## src/rtl/axi4lite_pkg.sv

```systemverilog
// Shared AXI4-Lite constants: response codes and protection field width.
package axi4lite_pkg;
  localparam int PROT_W = 3;

  typedef logic [1:0] resp_t;

  localparam resp_t RESP_OKAY   = 2'b00;
  localparam resp_t RESP_SLVERR = 2'b10;
endpackage

```

## src/rtl/axi4lite_regfile.sv

```systemverilog
// Register storage behind the AXI4-Lite responder: byte-lane merge, read-only gating,
// combinational read port and a flat export of every register.
module axi4lite_regfile #(
  parameter int                          ADDR_WIDTH = 2,
  parameter int                          DATA_WIDTH = 8,
  parameter logic [(1<<ADDR_WIDTH)-1:0]  RO_MASK    = '0
) (
  input  logic                                    clk,
  input  logic                                    rst_n,
  input  logic                                    i_we,
  input  logic [ADDR_WIDTH-1:0]                   i_waddr,
  input  logic [DATA_WIDTH-1:0]                   i_wdata,
  input  logic [DATA_WIDTH/8-1:0]                 i_wstrb,
  output logic                                    o_wr_ro,
  input  logic [ADDR_WIDTH-1:0]                   i_raddr,
  output logic [DATA_WIDTH-1:0]                   o_rdata,
  output logic [DATA_WIDTH*(1<<ADDR_WIDTH)-1:0]   o_reg_out
);
  localparam int NREG  = 1 << ADDR_WIDTH;
  localparam int NLANE = DATA_WIDTH / 8;

  logic [DATA_WIDTH-1:0] r_mem [NREG];

  assign o_wr_ro = RO_MASK[i_waddr];

  always_ff @(posedge clk or negedge rst_n) begin
    if (!rst_n) begin
      for (int i = 0; i < NREG; i++) r_mem[i] <= '0;
    end else if (i_we && !o_wr_ro) begin
      for (int b = 0; b < NLANE; b++) begin
        if (i_wstrb[b]) r_mem[i_waddr][b*8 +: 8] <= i_wdata[b*8 +: 8];
      end
    end
  end

  assign o_rdata = r_mem[i_raddr];

  for (genvar g = 0; g < NREG; g++) begin : g_flat
    assign o_reg_out[g*DATA_WIDTH +: DATA_WIDTH] = r_mem[g];
  end
endmodule

```

## src/rtl/axi4lite_slave_regs.sv

```systemverilog
// AXI4-Lite responder: one-entry AW and W holding buffers feeding a commit into the
// register file, plus an independent single-outstanding read path.
module axi4lite_slave_regs
  import axi4lite_pkg::*;
#(
  parameter int                          ADDR_WIDTH = 2,
  parameter int                          DATA_WIDTH = 8,
  parameter logic [(1<<ADDR_WIDTH)-1:0]  RO_MASK    = '0
) (
  input  logic                                    clk,
  input  logic                                    rst_n,
  input  logic                                    s_awvalid,
  output logic                                    s_awready,
  input  logic [ADDR_WIDTH-1:0]                   s_awaddr,
  input  logic [PROT_W-1:0]                       s_awprot,
  input  logic                                    s_wvalid,
  output logic                                    s_wready,
  input  logic [DATA_WIDTH-1:0]                   s_wdata,
  input  logic [DATA_WIDTH/8-1:0]                 s_wstrb,
  output logic                                    s_bvalid,
  input  logic                                    s_bready,
  output logic [1:0]                              s_bresp,
  input  logic                                    s_arvalid,
  output logic                                    s_arready,
  input  logic [ADDR_WIDTH-1:0]                   s_araddr,
  input  logic [PROT_W-1:0]                       s_arprot,
  output logic                                    s_rvalid,
  input  logic                                    s_rready,
  output logic [DATA_WIDTH-1:0]                   s_rdata,
  output logic [1:0]                              s_rresp,
  output logic [DATA_WIDTH*(1<<ADDR_WIDTH)-1:0]   reg_out
);
  logic                    r_aw_full;
  logic [ADDR_WIDTH-1:0]   r_aw_addr;
  logic                    r_w_full;
  logic [DATA_WIDTH-1:0]   r_w_data;
  logic [DATA_WIDTH/8-1:0] r_w_strb;
  logic                    r_bvalid;
  resp_t                   r_bresp;
  logic                    r_rvalid;
  logic [DATA_WIDTH-1:0]   r_rdata;

  logic                    w_aw_hs;
  logic                    w_w_hs;
  logic                    w_ar_hs;
  logic                    w_commit;
  logic                    w_wr_ro;
  logic [DATA_WIDTH-1:0]   w_rd_data;
  logic                    w_unused_prot;

  // Protection attributes carry no meaning for this register file.
  assign w_unused_prot = ^{s_awprot, s_arprot};

  assign s_awready = !r_aw_full;
  assign s_wready  = !r_w_full;
  assign s_arready = !r_rvalid;
  assign s_bvalid  = r_bvalid;
  assign s_bresp   = r_bresp;
  assign s_rvalid  = r_rvalid;
  assign s_rdata   = r_rdata;
  assign s_rresp   = RESP_OKAY;

  assign w_aw_hs  = s_awvalid && s_awready;
  assign w_w_hs   = s_wvalid && s_wready;
  assign w_ar_hs  = s_arvalid && s_arready;
  assign w_commit = r_aw_full && r_w_full && !r_bvalid;

  always_ff @(posedge clk or negedge rst_n) begin
    if (!rst_n) begin
      r_aw_full <= 1'b0;
      r_aw_addr <= '0;
      r_w_full  <= 1'b0;
      r_w_data  <= '0;
      r_w_strb  <= '0;
    end else begin
      if (w_commit) begin
        r_aw_full <= 1'b0;
      end else if (w_aw_hs) begin
        r_aw_full <= 1'b1;
        r_aw_addr <= s_awaddr;
      end
      if (w_commit) begin
        r_w_full <= 1'b0;
      end else if (w_w_hs) begin
        r_w_full <= 1'b1;
        r_w_data <= s_wdata;
        r_w_strb <= s_wstrb;
      end
    end
  end

  // The response is held until accepted; a pending response stalls the next commit.
  always_ff @(posedge clk or negedge rst_n) begin
    if (!rst_n) begin
      r_bvalid <= 1'b0;
      r_bresp  <= RESP_OKAY;
    end else if (w_commit) begin
      r_bvalid <= 1'b1;
      r_bresp  <= w_wr_ro ? RESP_SLVERR : RESP_OKAY;
    end else if (s_bready) begin
      r_bvalid <= 1'b0;
    end
  end

  // Read data is captured from the pre-commit contents, so a same-edge write is not seen.
  always_ff @(posedge clk or negedge rst_n) begin
    if (!rst_n) begin
      r_rvalid <= 1'b0;
      r_rdata  <= '0;
    end else if (w_ar_hs) begin
      r_rvalid <= 1'b1;
      r_rdata  <= w_rd_data;
    end else if (s_rready) begin
      r_rvalid <= 1'b0;
    end
  end

  axi4lite_regfile #(
    .ADDR_WIDTH (ADDR_WIDTH),
    .DATA_WIDTH (DATA_WIDTH),
    .RO_MASK    (RO_MASK)
  ) u_regfile (
    .clk       (clk),
    .rst_n     (rst_n),
    .i_we      (w_commit),
    .i_waddr   (r_aw_addr),
    .i_wdata   (r_w_data),
    .i_wstrb   (r_w_strb),
    .o_wr_ro   (w_wr_ro),
    .i_raddr   (s_araddr),
    .o_rdata   (w_rd_data),
    .o_reg_out (reg_out)
  );
endmodule

```

## config.mk

```make
export PLATFORM = sky130hd
export DESIGN_NAME = axi4lite_slave_regs
export DESIGN_NICKNAME = d
export VERILOG_FILES = /design/src/rtl/axi4lite_pkg.sv /design/src/rtl/axi4lite_regfile.sv /design/src/rtl/axi4lite_slave_regs.sv
export SDC_FILE = /design/constraint.sdc
export NUM_CORES = 1
export LEC_CHECK = 0
export CORE_ASPECT_RATIO = 1.25
export CORE_MARGIN = 2
export CORE_UTILIZATION = 45
export DETAILED_ROUTE_END_ITERATION = 8
export GPL_TIMING_DRIVEN = 0
export MAX_ROUTING_LAYER = met4
export PLACE_DENSITY = 0.78
export SLEW_MARGIN = 20
export SYNTH_ARGS = -nofsm -noshare
export SYNTH_HDL_FRONTEND = slang
export SYNTH_SLANG_ARGS = --single-unit
```

## constraint.sdc

```tcl
create_clock -name clk -period 1.8 [get_ports clk]
set_input_delay 0.36 -clock clk [delete_from_list [all_inputs] [get_ports clk]]
set_output_delay 0.36 -clock clk [all_outputs]
set_load 0.1 [all_outputs]
```

Word level (Yosys, flattened, before mapping)
Index checks and enable logic that the tools add are counted.
{"block": "word_totals", "regBits": 57, "input_bits": 26, "out_inout_bits": 49, "elab_cells": 56}
{"block": "op_classes", "muxes": 17, "magnitude_cmp": 4, "bitwise": 3, "n_reduce_logical": 19}
{"op": "$bwmux W32", "n": 1}
{"op": "$mux W8", "n": 3}
{"op": "$bmux W8 S2", "n": 1}
{"op": "$demux W8 S2", "n": 1}
{"op": "$mux W1", "n": 9}
{"op": "$reduce_bool A2 Y1", "n": 4}
{"op": "$logic_and A1 B1 Y1", "n": 7}
{"op": "$ge A3 B3 Y1 const B", "n": 2}
{"op": "$not A2 Y3", "n": 2}
{"op": "$reduce_and A2 Y1", "n": 3}
{"op": "$logic_not A1 Y1", "n": 5}
{"op": "$lt A2 B3 Y1 const B", "n": 1}
{"op": "$lt A3 B1 Y1 const B", "n": 1}
{"op": "$bmux W1 S2", "n": 1}
{"op": "$mux W2", "n": 1}
{"op": "$not A1 Y1", "n": 1}

Longest topological paths before layout
Gate-level depths: netlist (run 1).
{"block": "logic_depth", "word_depth": 6, "depth_mapped": 4, "ltp_nobuf": 3}

By module
From an unflattened synthesis (run 1), not the netlist that was laid out.
{"block": "unflattened", "cells_unflattened": 144, "hier_area_um2": 2438.6}
{"mod": "axi4lite_regfile", "area_each_um2": 1457.6, "cells_per_inst": 81, "seq_area_each_um2": 800.8, "n_inst": 1}
{"mod": "axi4lite_slave_regs", "area_each_um2": 980.9, "cells_per_inst": 63, "seq_area_each_um2": 600.6, "n_inst": 1}

Worst setup path before layout (run 1)
No wires, ideal clock.
{"block": "synth_path", "path_type": "register to register", "from": "register r_rvalid, in the netlist s_rvalid", "to": "register r_rdata[0], in the netlist s_rdata[0]", "t_required_ns": 1.674, "setup_ns": 0.126, "path_buffers": 0, "synth_period_minus_slack_ns": 2.517, "stages_incl_launch_ff": 4, "arrival_ns": 2.391, "slack_ns": -0.717, "path_cell_list": "dfrtp_1 -> inv_1 -> nand2_1 -> mux2_2"}
{"block": "synth_between", "elab_chain_len": 2}
{"item": "from (decl)", "line_no": "axi4lite_slave_regs.sv:40", "source": "logic r_rvalid;"}
{"item": "from (signal assigned)", "line_no": "axi4lite_slave_regs.sv:108", "source": "r_rvalid <= 1'b0;"}
{"item": "from (signal assigned)", "line_no": "axi4lite_slave_regs.sv:111", "source": "r_rvalid <= 1'b1;"}
{"item": "from (signal assigned)", "line_no": "axi4lite_slave_regs.sv:114", "source": "r_rvalid <= 1'b0;"}
{"item": "$logic_not A1 Y1", "line_no": "axi4lite_slave_regs.sv:56", "source": "assign s_arready = !r_rvalid;"}
{"item": "via s_arready", "line_no": "axi4lite_slave_regs.sv:24", "source": "output logic s_arready,"}
{"item": "$logic_and A1 B1 Y1", "line_no": "axi4lite_slave_regs.sv:65", "source": "assign w_ar_hs = s_arvalid && s_arready;"}
{"item": "to (signal assigned)", "line_no": "axi4lite_slave_regs.sv:112", "source": "r_rdata <= w_rd_data;"}
{"item": "to (decl)", "line_no": "axi4lite_slave_regs.sv:41", "source": "logic [DATA_WIDTH-1:0] r_rdata;"}
The timed path passes the listed nets, and every way through them passes these cells.
A chain may end at the register's enable or synchronous reset.

Final worst setup path (run 1)
{"block": "layout_path", "from": "register r_aw_full", "to": "output s_awready"}
{"block": "layout_between", "elab_chain_len": 1}
{"item": "from (decl)", "line_no": "axi4lite_slave_regs.sv:33", "source": "logic r_aw_full;"}
{"item": "from (signal assigned)", "line_no": "axi4lite_slave_regs.sv:70", "source": "r_aw_full <= 1'b0;"}
{"item": "from (signal assigned)", "line_no": "axi4lite_slave_regs.sv:77", "source": "r_aw_full <= 1'b0;"}
{"item": "from (signal assigned)", "line_no": "axi4lite_slave_regs.sv:79", "source": "r_aw_full <= 1'b1;"}
{"item": "$logic_not A1 Y1", "line_no": "axi4lite_slave_regs.sv:54", "source": "assign s_awready = !r_aw_full;"}
{"item": "to (decl)", "line_no": "axi4lite_slave_regs.sv:13", "source": "output logic s_awready,"}
Every way passes these cells.

==> results of run 1 <==
-- cells in the final DEF, fill, tap and decap left out --
cell             count
bufinv_16            1
and2b_2              1
or3_1                1
nand3_1              1
and2b_1              1
nor3b_4              2
o21a_1               2
mux2_2              43
dfrtp_1             53
nand2_1              1
buf_4                4
inv_1                3
dfrtp_2              1
buf_6                1
o21ai_0              2
clkinvlp_4           1
inv_6                1
clkinv_4             1
mux2_4               8
clkdlybuf4s50_1     16
nand4b_4             1
mux4_2               8
nor2_2               1
conb_1               4
buf_16               1
buf_2                5
nand2_4              1
clkbuf_1             1
clkdlybuf4s15_2     43
dfrtp_4              1
clkbuf_8             5
-- logic make-up (layout without fill, tap and decap cells) --
kind of cell | Yosys count | count (layout)
AOI/OAI and AO/OA | 4 | 4
buffers and inverters | 12 | 83
DFF | 55 | 55
muxes | 59 | 59
other | 1 | 4
and+or+nand+nor | 10 | 10
-- state kept, by name, summed over array words and instances, names as in the netlist --
signal               flops
r_aw_addr                2
r_aw_full                1
r_w_data                 8
r_w_full                 1
r_w_strb                 1
s_bvalid                 1
s_rdata                  8
s_rvalid                 1
u_regfile.o_reg_out     32
-- metal layers --
layer	track usage [%]	up-vias	part of all wire, %
met1	23.1	761	37
met5	-	-	0
met4	6.06	0	1.7
met3	3.45	7	3.8
met2	33.6	39	57
li1	-	650	-
-- cells in the mapped netlist --
library cell / number / area share, %
and2b_1: 1 / 0.32
and2b_2: 1 / 0.37
buf_2: 2 / 0.42
buf_4: 4 / 1.3
buf_6: 1 / 0.48
clkbuf_1: 1 / 0.16
conb_1: 1 / 0.16
dfrtp_1: 55 / 58
inv_1: 4 / 0.64
mux2_2: 43 / 20
mux2_4: 8 / 5.1
mux4_2: 8 / 7.6
nand2_1: 2 / 0.32
nand3_1: 1 / 0.21
nand4b_4: 1 / 1.0
nor2_2: 1 / 0.26
nor3b_4: 2 / 1.6
o21a_1: 2 / 0.64
o21ai_0: 2 / 0.42
or3_1: 1 / 0.26
-- through the flow --
stage | util, % | hold WS [ns] | area [um2] | worst slack, ns
6_report | 64.4 | 0.100 | 3270 | 0.0542
3_5_place_dp | 61.2 | 0.452 | 3110 | -0.270
2_1_floorplan | - | 0.0644 | 2390 | -0.0854
4_1_cts | 64.5 | 0.104 | 3280 | 0.0147
5_1_grt | 64.4 | 0.139 | 3270 | 0.00910
3_3_place_gp | 60.8 | 0.486 | 3090 | -1.38
-- layout make-up --
| class | instances | area, um2 | share of cell area [%] |
|---|---|---|---|
| multi-input cells | 77 | 935 | 28.6 |
| clock buffers | 5 | 68.8 | 2.10 |
| flip-flops and latches | 55 | 1380 | 42.2 |
| well taps | 62 | 77.6 | 2.37 |
| clock inverters | 3 | 47.5 | 1.45 |
| repair buffers | 63 | 687 | 21.0 |
| plain buffers | 8 | 55.1 | 1.68 |
| inverters | 4 | 18.8 | 0.574 |
-- path summary, 6_finish.rpt --
| check | slack [ns] | from | end |
|---|---|---|---|
| worst max-delay path | 0.05 | r_aw_full$_DFFE_PN0P_ | s_awready |
| worst min-delay path | 0.10 | rst_n | u_regfile.o_reg_out[23]$_DFFE_PN0P_ |
| worst max register to register | 0.11 | r_w_full$_DFFE_PN0P_ | u_regfile.o_reg_out[18]$_DFFE_PN0P_ |
| worst min register to register | 0.51 | s_rdata[6]$_DFFE_PN0P_ | s_rdata[6]$_DFFE_PN0P_ |
| max in group asynchronous | 1.14 | rst_n | u_regfile.o_reg_out[5]$_DFFE_PN0P_ |
| min in group clk | 0.51 | s_rdata[6]$_DFFE_PN0P_ | s_rdata[6]$_DFFE_PN0P_ |
-- timing repair --
| item | 4_1_cts | 5_1_grt |
|---|---|---|
| endpoints found under the setup margin | 45 | 1 |
| resized for setup | 137 | 2 |
| setup buffers | 0 | 0 |
| hold buffers | 0 | 0 |
==> impl_results.rst, run 1 <==
.. list-table::
   :header-rows: 1

   * - Metric
     - Value
   * - Synthesis warning total
     - 0
   * - Routed WL
     - 5030 um
   * - Clock transition at the register clock pins on the worst setup and hold paths after CTS
     - 0.10 ns
   * - Ratio of final minimum period to clock period
     - 97.0%
   * - Number of instances in the synthesized netlist
     - 141
   * - Length in cells of the worst reg-to-reg path
     - 3
   * - Sequential cell area fraction in the yosys report
     - 58.3%
   * - Maximum level of the CTS H-tree
     - 2
   * - Overall die area
     - 0.00585 mm2
   * - Worst Skew
     - 0.00859 ns
   * - Die Width
     - 68.8 um
   * - Root buffer cell
     - clkbuf_8
   * - DR vias
     - 1457
   * - Final RePlAce weighted congestion
     - 0.717
   * - Max-slew headroom
     - 52.1%
   * - Crit Path Category
     - reg2out
   * - Data required time of the critical path
     - 1.44 ns
   * - Average footprint of a synthesized cell
     - 16.8 um2
   * - Aggregate global-route resource usage
     - 19.6%
   * - Non-filler instance count after layout
     - 277
   * - Clock network latency to the later pin of the worst-skew pair
     - 0.31 ns
   * - Total stage count of the critical path
     - 2
   * - Deepest clock path buffer count
     - 2
   * - Simple-Gate Fraction of Synth Area
     - 4.34%
   * - Violation count after the first detailed-route iteration
     - 39
   * - Number of buffer cells added on primary ports
     - 62
   * - Critical-path cell list
     - inv_1, clkdlybuf4s15_2
   * - Max_cap viols
     - 0
   * - Number of primary I/O pins
     - 75
   * - Final Hold Viols
     - 0
   * - Setup repair after global routing missed its margin
     - false
   * - Share of final-layout standard cells stronger than drive strength 1
     - 60.5%
   * - Worst Hold Class
     - in2async
   * - Diode insertion count for antenna repair
     - 0
   * - Area overhead of the layout relative to synthesis
     - 38.5%
   * - Adder and majority gate portion of the synthesized area
     - 0%
   * - Arrival time of data at the critical path endpoint
     - 1.39 ns
   * - Post-route ant nets
     - 0
   * - Routed length per placed instance
     - 18.2 um
   * - Die boundary height
     - 85.0 um
   * - Core region area
     - 0.00508 mm2
   * - Maximum single-stage delay on the critical path
     - 0.55 ns
   * - Run status
     - complete, no violations
   * - Total buffers and inverters traversed by the critical path
     - 2
   * - Pin slew with the least headroom to its limit
     - 0.719 ns
   * - Global-route wire length before repair
     - 8140 um
   * - Mapped Area
     - 0.00236 mm2
   * - Number of fill cells
     - 384
   * - Type of origin of the critical path
     - flip-flop
   * - TritonCTS clock tree
     - done
   * - Endpoint type of the worst setup path
     - output port
   * - Core Rows
     - 29
   * - Number of DRC violations after detailed routing
     - 0
   * - Fraction of synthesized area in multiplexers
     - 33.2%
   * - Detailed-placement wirelength estimate
     - 3630 um
   * - Largest net degree at the start of global routing
     - 31
   * - Slowest cell on crit path
     - clkdlybuf4s15_2
   * - Number of global-route vias before repair
     - 1568
   * - Initial cell density of the core
     - 46.5%
   * - DP Cell Count
     - 269
   * - Max Fclk
     - 573 MHz
   * - Number of synthesized register bits
     - 55
   * - Antenna violations before repair
     - 0
   * - Via density
     - 5.26
   * - Fin nets
     - 240
   * - Gr ovfl total
     - 0
   * - Max-slew violations
     - 0
   * - Kind of cell adding the most delay to the critical path
     - buffers and inverters
   * - Minimum period implied by the final worst setup slack
     - 1.75 ns
   * - Dominant combinational cell family by area after synthesis
     - multiplexers
   * - Critical Path Fanout Max
     - 5
   * - Xor/xnor cell area share of the yosys netlist
     - 0%
   * - Number of distinct library cells after synthesis
     - 20
   * - Total clock buffers created by CTS
     - 5
   * - Compound-cell area share of the yosys netlist
     - 1.06%
   * - Num Clock Sinks
     - 55
   * - Setup TNS
     - 0 ns
   * - Final setup viols
     - 0
   * - Number of iterations in the first detailed-routing pass
     - 4
Power of run 1 is not shown: default switching activity piles up to over one toggle a cycle in this logic, so the estimate is an artifact.
==> inputs of run 2 (changes only) <==
--- a/config.mk
+++ b/config.mk
@@ -16,3 +16,4 @@
 export SYNTH_ARGS = -nofsm -noshare
 export SYNTH_HDL_FRONTEND = slang
 export SYNTH_SLANG_ARGS = --single-unit
+export TNS_END_PERCENT = 1
==> run 2 against run 1 <==
Against the previous run: die area unchanged; wire length decreased by 1.9%; register-to-register slack improved by 0.02 ns; hold slack got worse by 0.030 ns; clock skew increased by 0.0076 ns; count of clock-buffer cells in the layout unchanged; critical path type unchanged; highest routed layer unchanged.
==> impl_results.rst, run 2 (synthesis results as in run 1) <==
.. list-table::
   :header-rows: 1

   * - Metric
     - Value
   * - FF-to-FF setup slack
     - 0.13 ns
   * - Number of global-route vias before repair
     - 1587
   * - Gr ovfl total
     - 0
   * - Minimum period implied by the final worst setup slack
     - 1.69 ns
   * - Final hold slack
     - 0.0706 ns
   * - Length in cells of the worst reg-to-reg path
     - 3
   * - Core Rows
     - 29
   * - Final RePlAce weighted congestion
     - 0.768
   * - Max_cap viols
     - 0
   * - Worst Hold Class
     - in2async
   * - Pin slew with the least headroom to its limit
     - 0.681 ns
   * - Post-route ant nets
     - 0
   * - Root buffer cell
     - clkbuf_8
   * - Ratio of final minimum period to clock period
     - 93.7%
   * - Worst-case setup slack after placement
     - -0.249 ns
   * - Core region area
     - 0.00508 mm2
   * - Critical-path cell list
     - clkinvlp_4, buf_2
   * - Type of origin of the critical path
     - flip-flop
   * - Max Fclk
     - 593 MHz
   * - Final setup viols
     - 0
   * - DR vias
     - 1441
   * - Maximum single-stage delay on the critical path
     - 0.50 ns
   * - Critical Path Fanout Max
     - 3
   * - Arrival time of data at the critical path endpoint
     - 1.33 ns
   * - Violation count after the first detailed-route iteration
     - 77
   * - Die Width
     - 68.8 um
   * - Number of DRC violations after detailed routing
     - 0
   * - Crit path setup slack, layout
     - 0.114 ns
   * - Deepest clock path buffer count
     - 2
   * - Diode insertion count for antenna repair
     - 0
   * - Largest net degree at the start of global routing
     - 56
   * - TritonCTS clock tree
     - done
   * - Die boundary height
     - 85.0 um
   * - Via density
     - 5.22
   * - Num Clock Sinks
     - 55
   * - Total buffers and inverters traversed by the critical path
     - 2
   * - Aggregate global-route resource usage
     - 19.3%
   * - Max-slew headroom
     - 54.6%
   * - Data required time of the critical path
     - 1.44 ns
   * - Number of buffer cells added on primary ports
     - 62
   * - Endpoint type of the worst setup path
     - output port
   * - Routed length per placed instance
     - 17.9 um
   * - Final Hold Viols
     - 0
   * - Global-route wire length before repair
     - 7940 um
   * - Number of hold buffers added after cts
     - 0
   * - Fin nets
     - 239
   * - Share of final-layout standard cells stronger than drive strength 1
     - 60.3%
   * - Worst Skew
     - 0.0162 ns
   * - Number of fill cells
     - 363
   * - Kind of cell adding the most delay to the critical path
     - buffers and inverters
   * - Total clock buffers created by CTS
     - 5
   * - Max-slew violations
     - 0
   * - Routed WL
     - 4940 um
   * - Crit Reg-Reg Endpoint
     - u_regfile.o_reg_out[18]$_DFFE_PN0P_
   * - Detailed-placement wirelength estimate
     - 3500 um
   * - Maximum level of the CTS H-tree
     - 2
   * - Initial cell density of the core
     - 46.5%
   * - Clock network latency to the later pin of the worst-skew pair
     - 0.31 ns
   * - Most common cell after layout, fill and taps aside
     - dfrtp_1
   * - Overall die area
     - 0.00585 mm2
   * - Slowest cell on crit path
     - dfrtp_4
   * - Area overhead of the layout relative to synthesis
     - 36.9%
   * - Clock transition at the register clock pins on the worst setup and hold paths after CTS
     - 0.10 ns
   * - Number of iterations in the first detailed-routing pass
     - 4
   * - Setup repair after global routing missed its margin
     - false
   * - Crit Path Category
     - reg2out
   * - Number of flip-flops under the largest register name
     - 32
   * - Source of the worst register-to-register timing path
     - s_bvalid$_DFFE_PN0P_
   * - End-of-flow core utilization
     - 63.6%
   * - Number of primary I/O pins
     - 75
   * - Commonest non-fill, non-tap cells in the layout
     - 53 x dfrtp_1, 43 x mux2_2, 42 x clkdlybuf4s15_2
   * - Run status
     - complete, no violations
   * - Antenna violations before repair
     - 0
## run 2: cell types whose count changed in the layout (fill, tap and decap cells not counted), sizes merged
cell and change:
clkinvlp +1, clkdlybuf4s15 -1, clkinv -1
## run 2: repair_timing
action | 4_1_cts | 5_1_grt
endpoints found under the setup margin | 45 | 2
buffers inserted | 0 | 0
resized for setup | 137 | 4
## run 2: how the worst max path moves through the flow
stage / start / endpoint / slack [ns] / cells past startpoint
2_1_floorplan: s_rvalid$_DFFE_PN0P_ / s_rdata[0]$_DFFE_PN0P_ / -0.15 / 3
3_3_place_gp: rst_n / s_rvalid$_DFFE_PN0P_ / -1.45 / 1
3_5_place_dp: s_rvalid$_DFFE_PN0P_ / s_arready / -0.25 / 2
4_1_cts: r_aw_full$_DFFE_PN0P_ / s_awready / 0.01 / 2
5_1_grt: r_aw_full$_DFFE_PN0P_ / u_regfile.o_reg_out[18]$_DFFE_PN0P_ / 0.02 / 3
6_report: s_rvalid$_DFFE_PN0P_ / s_arready / 0.11 / 2
## run 2: cell type report
cell class	instances	area (um2)	share of cell area (%)
Sequential cell	55	1380	42.7
Clock inverter	3	46.3	1.43
Timing Repair Buffer	62	656	20.3
Inverter	4	18.8	0.580
Tap cell	62	77.6	2.40
Buffer	8	55.1	1.70
Multi-Input combinational cell	77	930	28.8
Clock buffer	5	68.8	2.13
## run 2: per-layer routing
layer	GRT usage, %	routed length (um)	share of wire [%]	vias up
li1	-	-	-	643
met3	4.51	180	3.6	7
met5	-	0	0	-
met2	34.9	2870	58	38
met1	20.3	1820	37	753
met4	5.70	68	1.4	0
## run 2: metrics by stage
stage                     area, um2  cells  TNS (ns)
final                          3230    276         0
after global routing           3230    276         0
after CTS                      3250    276         0
after detailed placement       3080    268     -2.89
after global placement         3080    268    -64.32
after floorplan                2380    144     -1.19
## run 2: worst reg2reg max path: cells and delay by family, from the launching register on
kind,cells,cell delay (ns)
flops,1,0.43
mux,1,0.40
simple gates,2,0.71
Power of run 2 is left out for the same reason.
